--- src/rtl/hazard_ctrl_pkg.sv ---
// Shared definitions for the pipeline hazard controller: register-file geometry,
// branch address-select encodings and the branch-resolution FSM states.
package hazard_ctrl_pkg;

    localparam int NUM_REGS = 16;
    localparam int RW       = $clog2(NUM_REGS);

    localparam logic [1:0] BR_SEL_NONE  = 2'b00;
    localparam logic [1:0] BR_SEL_TAKEN = 2'b01;
    localparam logic [1:0] BR_SEL_SEQ   = 2'b10;

    typedef enum logic [1:0] {
        ST_RUN     = 2'd0,
        ST_BR_WAIT = 2'd1,
        ST_BR_DONE = 2'd2
    } br_state_e;

    function automatic logic [1:0] br_sel(input logic taken);
        return taken ? BR_SEL_TAKEN : BR_SEL_SEQ;
    endfunction

endpackage

--- src/rtl/hz_scoreboard.sv ---
// Per-register pending-write counters with combinational dependency lookup.
// Lookups see pre-update counts, so a same-cycle retirement does not release a stall.
module hz_scoreboard #(
    parameter int  NUM_REGS = 16,
    parameter int  CNT_W    = 2,
    localparam int RW       = $clog2(NUM_REGS)
) (
    input  logic          clk,
    input  logic          rst_n,
    input  logic          clr,
    input  logic [RW-1:0] src1,
    input  logic          src1_vld,
    input  logic [RW-1:0] src2,
    input  logic          src2_vld,
    input  logic [RW-1:0] dest,
    input  logic          dest_vld,
    input  logic          inc,
    input  logic          dec,
    input  logic [RW-1:0] dec_reg,
    output logic          dep_hit,
    output logic          underflow
);
    import hazard_ctrl_pkg::*;

    logic [NUM_REGS-1:0][CNT_W-1:0] cnt;

    always_ff @(negedge clk or negedge rst_n) begin
        if (!rst_n) begin
            cnt <= '0;
        end else if (clr) begin
            cnt <= '0;
        end else begin
            for (int r = 0; r < NUM_REGS; r++) begin
                // issue and retire on the same register cancel out
                if (inc && dest == RW'(r) && !(dec && dec_reg == RW'(r)))
                    cnt[r] <= cnt[r] + 1'b1;
                else if (dec && dec_reg == RW'(r) && !(inc && dest == RW'(r)) && cnt[r] != '0)
                    cnt[r] <= cnt[r] - 1'b1;
            end
        end
    end

    assign dep_hit = (src1_vld && cnt[src1] != '0) ||
                     (src2_vld && cnt[src2] != '0) ||
                     (dest_vld && cnt[dest] == '1);

    assign underflow = dec && cnt[dec_reg] == '0 && !(inc && dest == dec_reg);

endmodule

--- src/rtl/hazard_ctrl.sv ---
// Pipeline hazard controller: dependency stalls from the scoreboard plus the
// branch-resolution FSM that drives fetch stall and redirect select.
module hazard_ctrl #(
    parameter int  NUM_REGS = hazard_ctrl_pkg::NUM_REGS,
    parameter int  CNT_W    = 2,
    localparam int RW       = $clog2(NUM_REGS)
) (
    input  logic          I_CLOCK,
    input  logic          I_RESET_N,
    input  logic          I_LOCK,
    input  logic          I_DE_Valid,
    input  logic          I_DE_IsBranch,
    input  logic [RW-1:0] I_DE_Src1,
    input  logic [RW-1:0] I_DE_Src2,
    input  logic          I_DE_Src1Vld,
    input  logic          I_DE_Src2Vld,
    input  logic [RW-1:0] I_DE_Dest,
    input  logic          I_DE_DestVld,
    input  logic          I_MEM_BrResolved,
    input  logic          I_MEM_BrTaken,
    input  logic          I_WB_Valid,
    input  logic [RW-1:0] I_WB_Dest,
    output logic          O_DepStall,
    output logic          O_BranchStall,
    output logic [1:0]    O_BranchAddrSelect,
    output logic          O_Issue,
    output logic          O_HazErr
);
    import hazard_ctrl_pkg::*;

    br_state_e  state, state_nxt;
    logic [1:0] sel, sel_nxt;
    logic       err, err_nxt;
    logic       dep_hit, underflow, run, br_issue;

    hz_scoreboard #(
        .NUM_REGS (NUM_REGS),
        .CNT_W    (CNT_W)
    ) u_sb (
        .clk       (I_CLOCK),
        .rst_n     (I_RESET_N),
        .clr       (~I_LOCK),
        .src1      (I_DE_Src1),
        .src1_vld  (I_DE_Src1Vld),
        .src2      (I_DE_Src2),
        .src2_vld  (I_DE_Src2Vld),
        .dest      (I_DE_Dest),
        .dest_vld  (I_DE_DestVld),
        .inc       (O_Issue & I_DE_DestVld),
        .dec       (I_WB_Valid),
        .dec_reg   (I_WB_Dest),
        .dep_hit   (dep_hit),
        .underflow (underflow)
    );

    // Outside RUN the branch stall dominates, so dependency stall is masked.
    assign run                = (state == ST_RUN);
    assign O_DepStall         = I_DE_Valid & run & dep_hit;
    assign O_Issue            = I_DE_Valid & I_LOCK & ~O_DepStall & run;
    assign br_issue           = O_Issue & I_DE_IsBranch;
    assign O_BranchStall      = br_issue | (state == ST_BR_WAIT);
    assign O_BranchAddrSelect = sel;
    assign O_HazErr           = err;

    always_comb begin
        state_nxt = state;
        sel_nxt   = BR_SEL_NONE;
        err_nxt   = err | underflow | (I_MEM_BrResolved & (state != ST_BR_WAIT));
        case (state)
            ST_RUN: begin
                if (br_issue) state_nxt = ST_BR_WAIT;
            end
            ST_BR_WAIT: begin
                if (I_MEM_BrResolved) begin
                    state_nxt = ST_BR_DONE;
                    sel_nxt   = br_sel(I_MEM_BrTaken);
                end
            end
            ST_BR_DONE: state_nxt = ST_RUN;
            default:    state_nxt = ST_RUN;
        endcase
    end

    always_ff @(negedge I_CLOCK or negedge I_RESET_N) begin
        if (!I_RESET_N) begin
            state <= ST_RUN;
            sel   <= BR_SEL_NONE;
            err   <= 1'b0;
        end else if (!I_LOCK) begin
            state <= ST_RUN;
            sel   <= BR_SEL_NONE;
            err   <= 1'b0;
        end else begin
            state <= state_nxt;
            sel   <= sel_nxt;
            err   <= err_nxt;
        end
    end

endmodule
--- config.mk ---
export PLATFORM = sky130hd
export DESIGN_NAME = hazard_ctrl
export DESIGN_NICKNAME = d
export VERILOG_FILES = /design/src/rtl/hazard_ctrl_pkg.sv /design/src/rtl/hz_scoreboard.sv /design/src/rtl/hazard_ctrl.sv
export SDC_FILE = /design/constraint.sdc
export NUM_CORES = 1
export LEC_CHECK = 0
export CORE_ASPECT_RATIO = 1.2
export CORE_UTILIZATION = 39
export CTS_CLUSTER_SIZE = 40
export DETAILED_ROUTE_END_ITERATION = 10
export REMOVE_ABC_BUFFERS = 1
export SLEW_MARGIN = 20
export SYNTH_ARGS = -nofsm -noshare
export SYNTH_HDL_FRONTEND = slang
export SYNTH_HIERARCHICAL = 1
export SYNTH_SLANG_ARGS = --single-unit
--- constraint.sdc ---
create_clock -name I_CLOCK -period 5 [get_ports I_CLOCK]
set_input_delay 0.75 -clock I_CLOCK [delete_from_list [all_inputs] [get_ports I_CLOCK]]
set_output_delay 0.75 -clock I_CLOCK [all_outputs]
set_load 0.03 [all_outputs]
* Yosys cells after proc, flatten, opt, wreduce, memory -nomap -nowiden
Cells that the tools add are included.
** Cells by class
- Add/subtract/negate cells :: 32
- Order comparisons :: 4
- Equality and inequality tests :: 52
- Multiplexer cells :: 50
- Bitwise gates (word level) :: 12
- Reductions and logical operators :: 144
** Operator list (count)
- $logic_and 1x1->1 :: 86
- $mux 2 :: 43
- $eq 4x4->1 const B :: 16
- $ne 3x1->1 const B :: 16
- $reduce_bool 2->1 :: 18
- $logic_not 1->1 :: 33
- $add 2x1->2 const B :: 16
- $bmux 2 s4 :: 4
- $eq 4x3->1 const B :: 8
- $mux 32 :: 1
- $sub 2x1->2 const B :: 16
- $lt 4x5->1 const B :: 4
- $eq 4x2->1 const B :: 4
- $and 1x1->1 :: 8
- $eq 4x1->1 const B :: 2
- $logic_not 4->1 :: 2
- $eq 4x4->1 :: 1
- $logic_not 2->1 :: 2
- $pmux 2 s2 :: 1
- $ne 3x2->1 const B :: 1
- $ne 3x3->1 const B :: 1
- $or 1x1->1 :: 3
- $eq 2x1->1 const B :: 1
- $eq 2x2->1 const B :: 1
- 5 further kinds :: 6
** Word-level totals
- Flip-flop bits (word level) :: 37
- Output and inout port bits :: 6
- Word-level logic and storage cells :: 313

* Logic depth before layout (Yosys ltp)
- Depth after elaboration :: 18
- Mapped depth :: 15
- Gate-level depth less buffers :: 13

* Cells and area by module
Netlist, hierarchy kept.
** Modules (own cells, without submodules)
- hz_scoreboard :: times used 1, cells each 335, area each 2815.2 um2, sequential area each 800.8 um2
- hazard_ctrl :: times used 1, cells each 24, area each 244.0 um2, sequential area each 125.1 um2

==> impl_metrics.toml <==
[routing]
drtIter0Drc = 224
drcViolationCount = 0
viasPerCell = 5.959
drtPass1Iterations = 5
avgRoutedWirePerCell_um = 19.19
vias = 3504
drt-total-wl_um = 11280
antenna_left = 0

[sta]
fin_worst_skew_ns = 0.007772
finalWorstSetupSlack_ns = -0.8349
finalSetupViolations = 36
fin_hold_ws_ns = 0.5268
hold_viol = 0
slew_headroom_pct = 41.40
finalMaxSlewViolations = 0
tns_ns = -25.74
rsz0062_at_grt = "true"
tightest_slew_ns = 0.8790

[placement]
gp_congestion = 0.8870
dp_cells = 554
portBuffers = 32
place_area_um2 = 4078
hpwlAfterDp_um = 7383

[cts]
numCtsBuffers = 5
cts_root_buf = "clkbuf_8"
worstSkewPairLatency_ns = 0.30
clock_sinks = 37
cts_tree = "built"
cts_max_level = 2
hold_buffers = 0
clock_path_buffers = 2
clk_pin_slew_ns = 0.06

[power_and_ir_drop]
power_uw = 781.3
powerDensity_nw_per_um2 = 153.9
p_leak_uw = 0.001985
vdd_drop_max_mv = 0.1960

[logic_synthesis]
synth_edf_count = 0
avgSynthCellArea_um2 = 8.521
synthTopCellsByArea = "dfrtn_1 (30%), mux4_2 (7.4%), a211oi_1 (7.1%)"
ys_seq_area_share_pct = 30.27
async_reset_ff_share_pct = 100.0
synth_top_area_share_pct = 30.27
synth_seq_cells = 37
ys_types = 49
syn_area_um2 = 3059
synthFlopType = "dfrtn_1"
yosysTopAreaCell = "dfrtn_1"
netlist_instances = 359
yosysWarnings = 6

[critical_path]
critPathArrivalTime_ns = 3.47
critPathKind = "input port to flop"
crit_required_ns = 2.64
cp_max_fo = 4
worstSetupStartpointType = "input port"
end_kind = "flop"
reg2reg_depth = 15

[grt]
grt_max_degree = 38
antenna_found_initial = 0
grt_pass1_wl_um = 17480
track_usage_pct = 26.95
grt_overflow_total = 0
grt_pass1_vias = 3544

[die]
dieWidth_um = 82.85
dieArea_um2 = 8204
coreArea_um2 = 7620
floorplan.initialDensity_pct = 40.15
die_h_um = 99.02
std_cell_rows = 35
num_io_pins = 33

[final_layout]
antenna_cells = 0
syn_to_final_growth_pct = 65.93
fin_cells = 588
nets = 522
drive_gt1_share_pct = 51.41
fin_area_um2 = 5076

[outcome]
status = "complete, but fails checks"
violations = "negative setup slack"

[min_path]
holdPathStages = 2
hold_class = "flop to flop"

[job]
cap_violations = 0
[layout make-up]
type | instances | area (um^2)
Inverter | 8 | 32.53
Multi-Input combinational cell | 297 | 2616
Clock inverter | 2 | 37.54
Timing Repair Buffer | 146 | 1266
Fill cell | 598 | 2544
Sequential cell | 37 | 925.9
Tap cell | 92 | 115.1
Clock buffer | 6 | 82.58
[Yosys cell counts (2+ instances only)]
master,count
a2111oi_0,2
a211oi_1,29
a21oi_1,14
a311oi_1,7
a31oi_1,4
and2_1,12
and2b_1,2
and3_1,9
and3b_1,2
buf_2,9
clkbuf_1,6
dfrtn_1,37
inv_1,8
mux4_1,5
mux4_2,10
nand2_1,33
nand2b_1,7
nand3_1,13
nand3b_1,4
nand4_1,6
nand4b_1,4
nor2_1,49
nor2b_1,5
nor3_1,10
nor3b_2,2
o2111ai_1,2
o21a_1,4
o21ai_0,26
or2_2,4
xnor2_1,5
xor2_1,11
[flip-flops by register name, indices dropped and copies added (netlist names)]
register	cells
u_sb/cnt	32
O_BranchAddrSelect	2
state	2
O_HazErr	1
[cells by family after synthesis]
logic type,count (synthesis),share of synthesized area (%)
compound gates,94,20.29
xor+xnor,16,4.581
buf+inv,25,3.599
flops,37,30.27
mux,17,12.35
simple gates,170,28.92
[worst paths after layout]
kind,start,endpoint,slack (ns)
worst max-delay path,I_DE_Src2[3],u_sb/cnt[18],-0.83
worst min-delay path,O_HazErr,O_HazErr,0.53
worst max register to register,u_sb/cnt[30],u_sb/cnt[18],1.77
worst min register to register,O_HazErr,O_HazErr,0.53
max in group asynchronous,I_RESET_N,u_sb/cnt[26],1.47
min in group asynchronous,I_RESET_N,u_sb/cnt[30],2.94
[layer usage]
metal | track usage (%) | routed length, um
met1 | 31.86 | 4357
met2 | 48.99 | 5864
met3 | 3.434 | 631
met4 | 11.54 | 430
met5 | 0 | 0
[cells in the final DEF, fill, tap and decap left out, types with 4 or more instances in the layout]
cell / instances
a21oi_2: 7
and2_1: 4
nor2b_1: 5
a21oi_1: 5
o21ai_2: 9
and3_4: 9
buf_4: 93
nor2_2: 6
nor3_1: 5
or2_2: 4
nand2_1: 30
nand4b_1: 4
nor2_4: 8
buf_6: 22
a311oi_1: 4
mux4_2: 11
o21a_1: 4
a31oi_1: 4
a211oi_1: 8
o21ai_0: 9
o21ai_1: 8
nand3b_1: 4
nand4_1: 6
dfrtn_1: 37
clkbuf_8: 6
nand3_1: 8
and2_4: 9
mux4_1: 4
inv_1: 6
nand2b_1: 6
nor2_1: 36
a211oi_2: 19
xor2_1: 10
clkdlybuf4s50_1: 21
[timing repair]
| item | in CTS | in global routing |
|---|---|---|
| pin swaps | 46 | 40 |
| setup endpoints to repair | 37 | 36 |
| resized for setup | 133 | 73 |
| setup buffers | 13 | 13 |
| endpoints found under the hold margin | 0 | 0 |
| cloned | 0 | 1 |
[worst max-delay path, cell delays in order]
cell and delay [ns]:
buf_8 0.08, buf_6 0.10, mux4_2 0.50, mux4_2 0.49
nor2_2 0.11, a211o_1 0.14, nor2b_2 0.06, and3_4 0.19
and2_4 0.17, buf_6 0.13, nand3b_1 0.14, buf_6 0.14
nor2_4 0.04, buf_6 0.13, xnor2_1 0.19, a211oi_2 0.10
[where the power goes]
| group | switching (uW) | internal (uW) | total [uW] |
|---|---|---|---|
| logic | 98.2 | 89.1 | 187 |
| clock network | 123 | 162 | 286 |
| registers | 3.28 | 305 | 308 |
[metrics by stage]
step | utilization [%] | worst slack [ns]
after floorplan | - | -1.043
after global placement | 53.51 | -1.516
after detailed placement | 53.51 | -1.632
after CTS | 61.43 | -0.7652
after global routing | 66.62 | -0.9034
final | 66.62 | -0.8349
(Power assumes the default switching activity.)
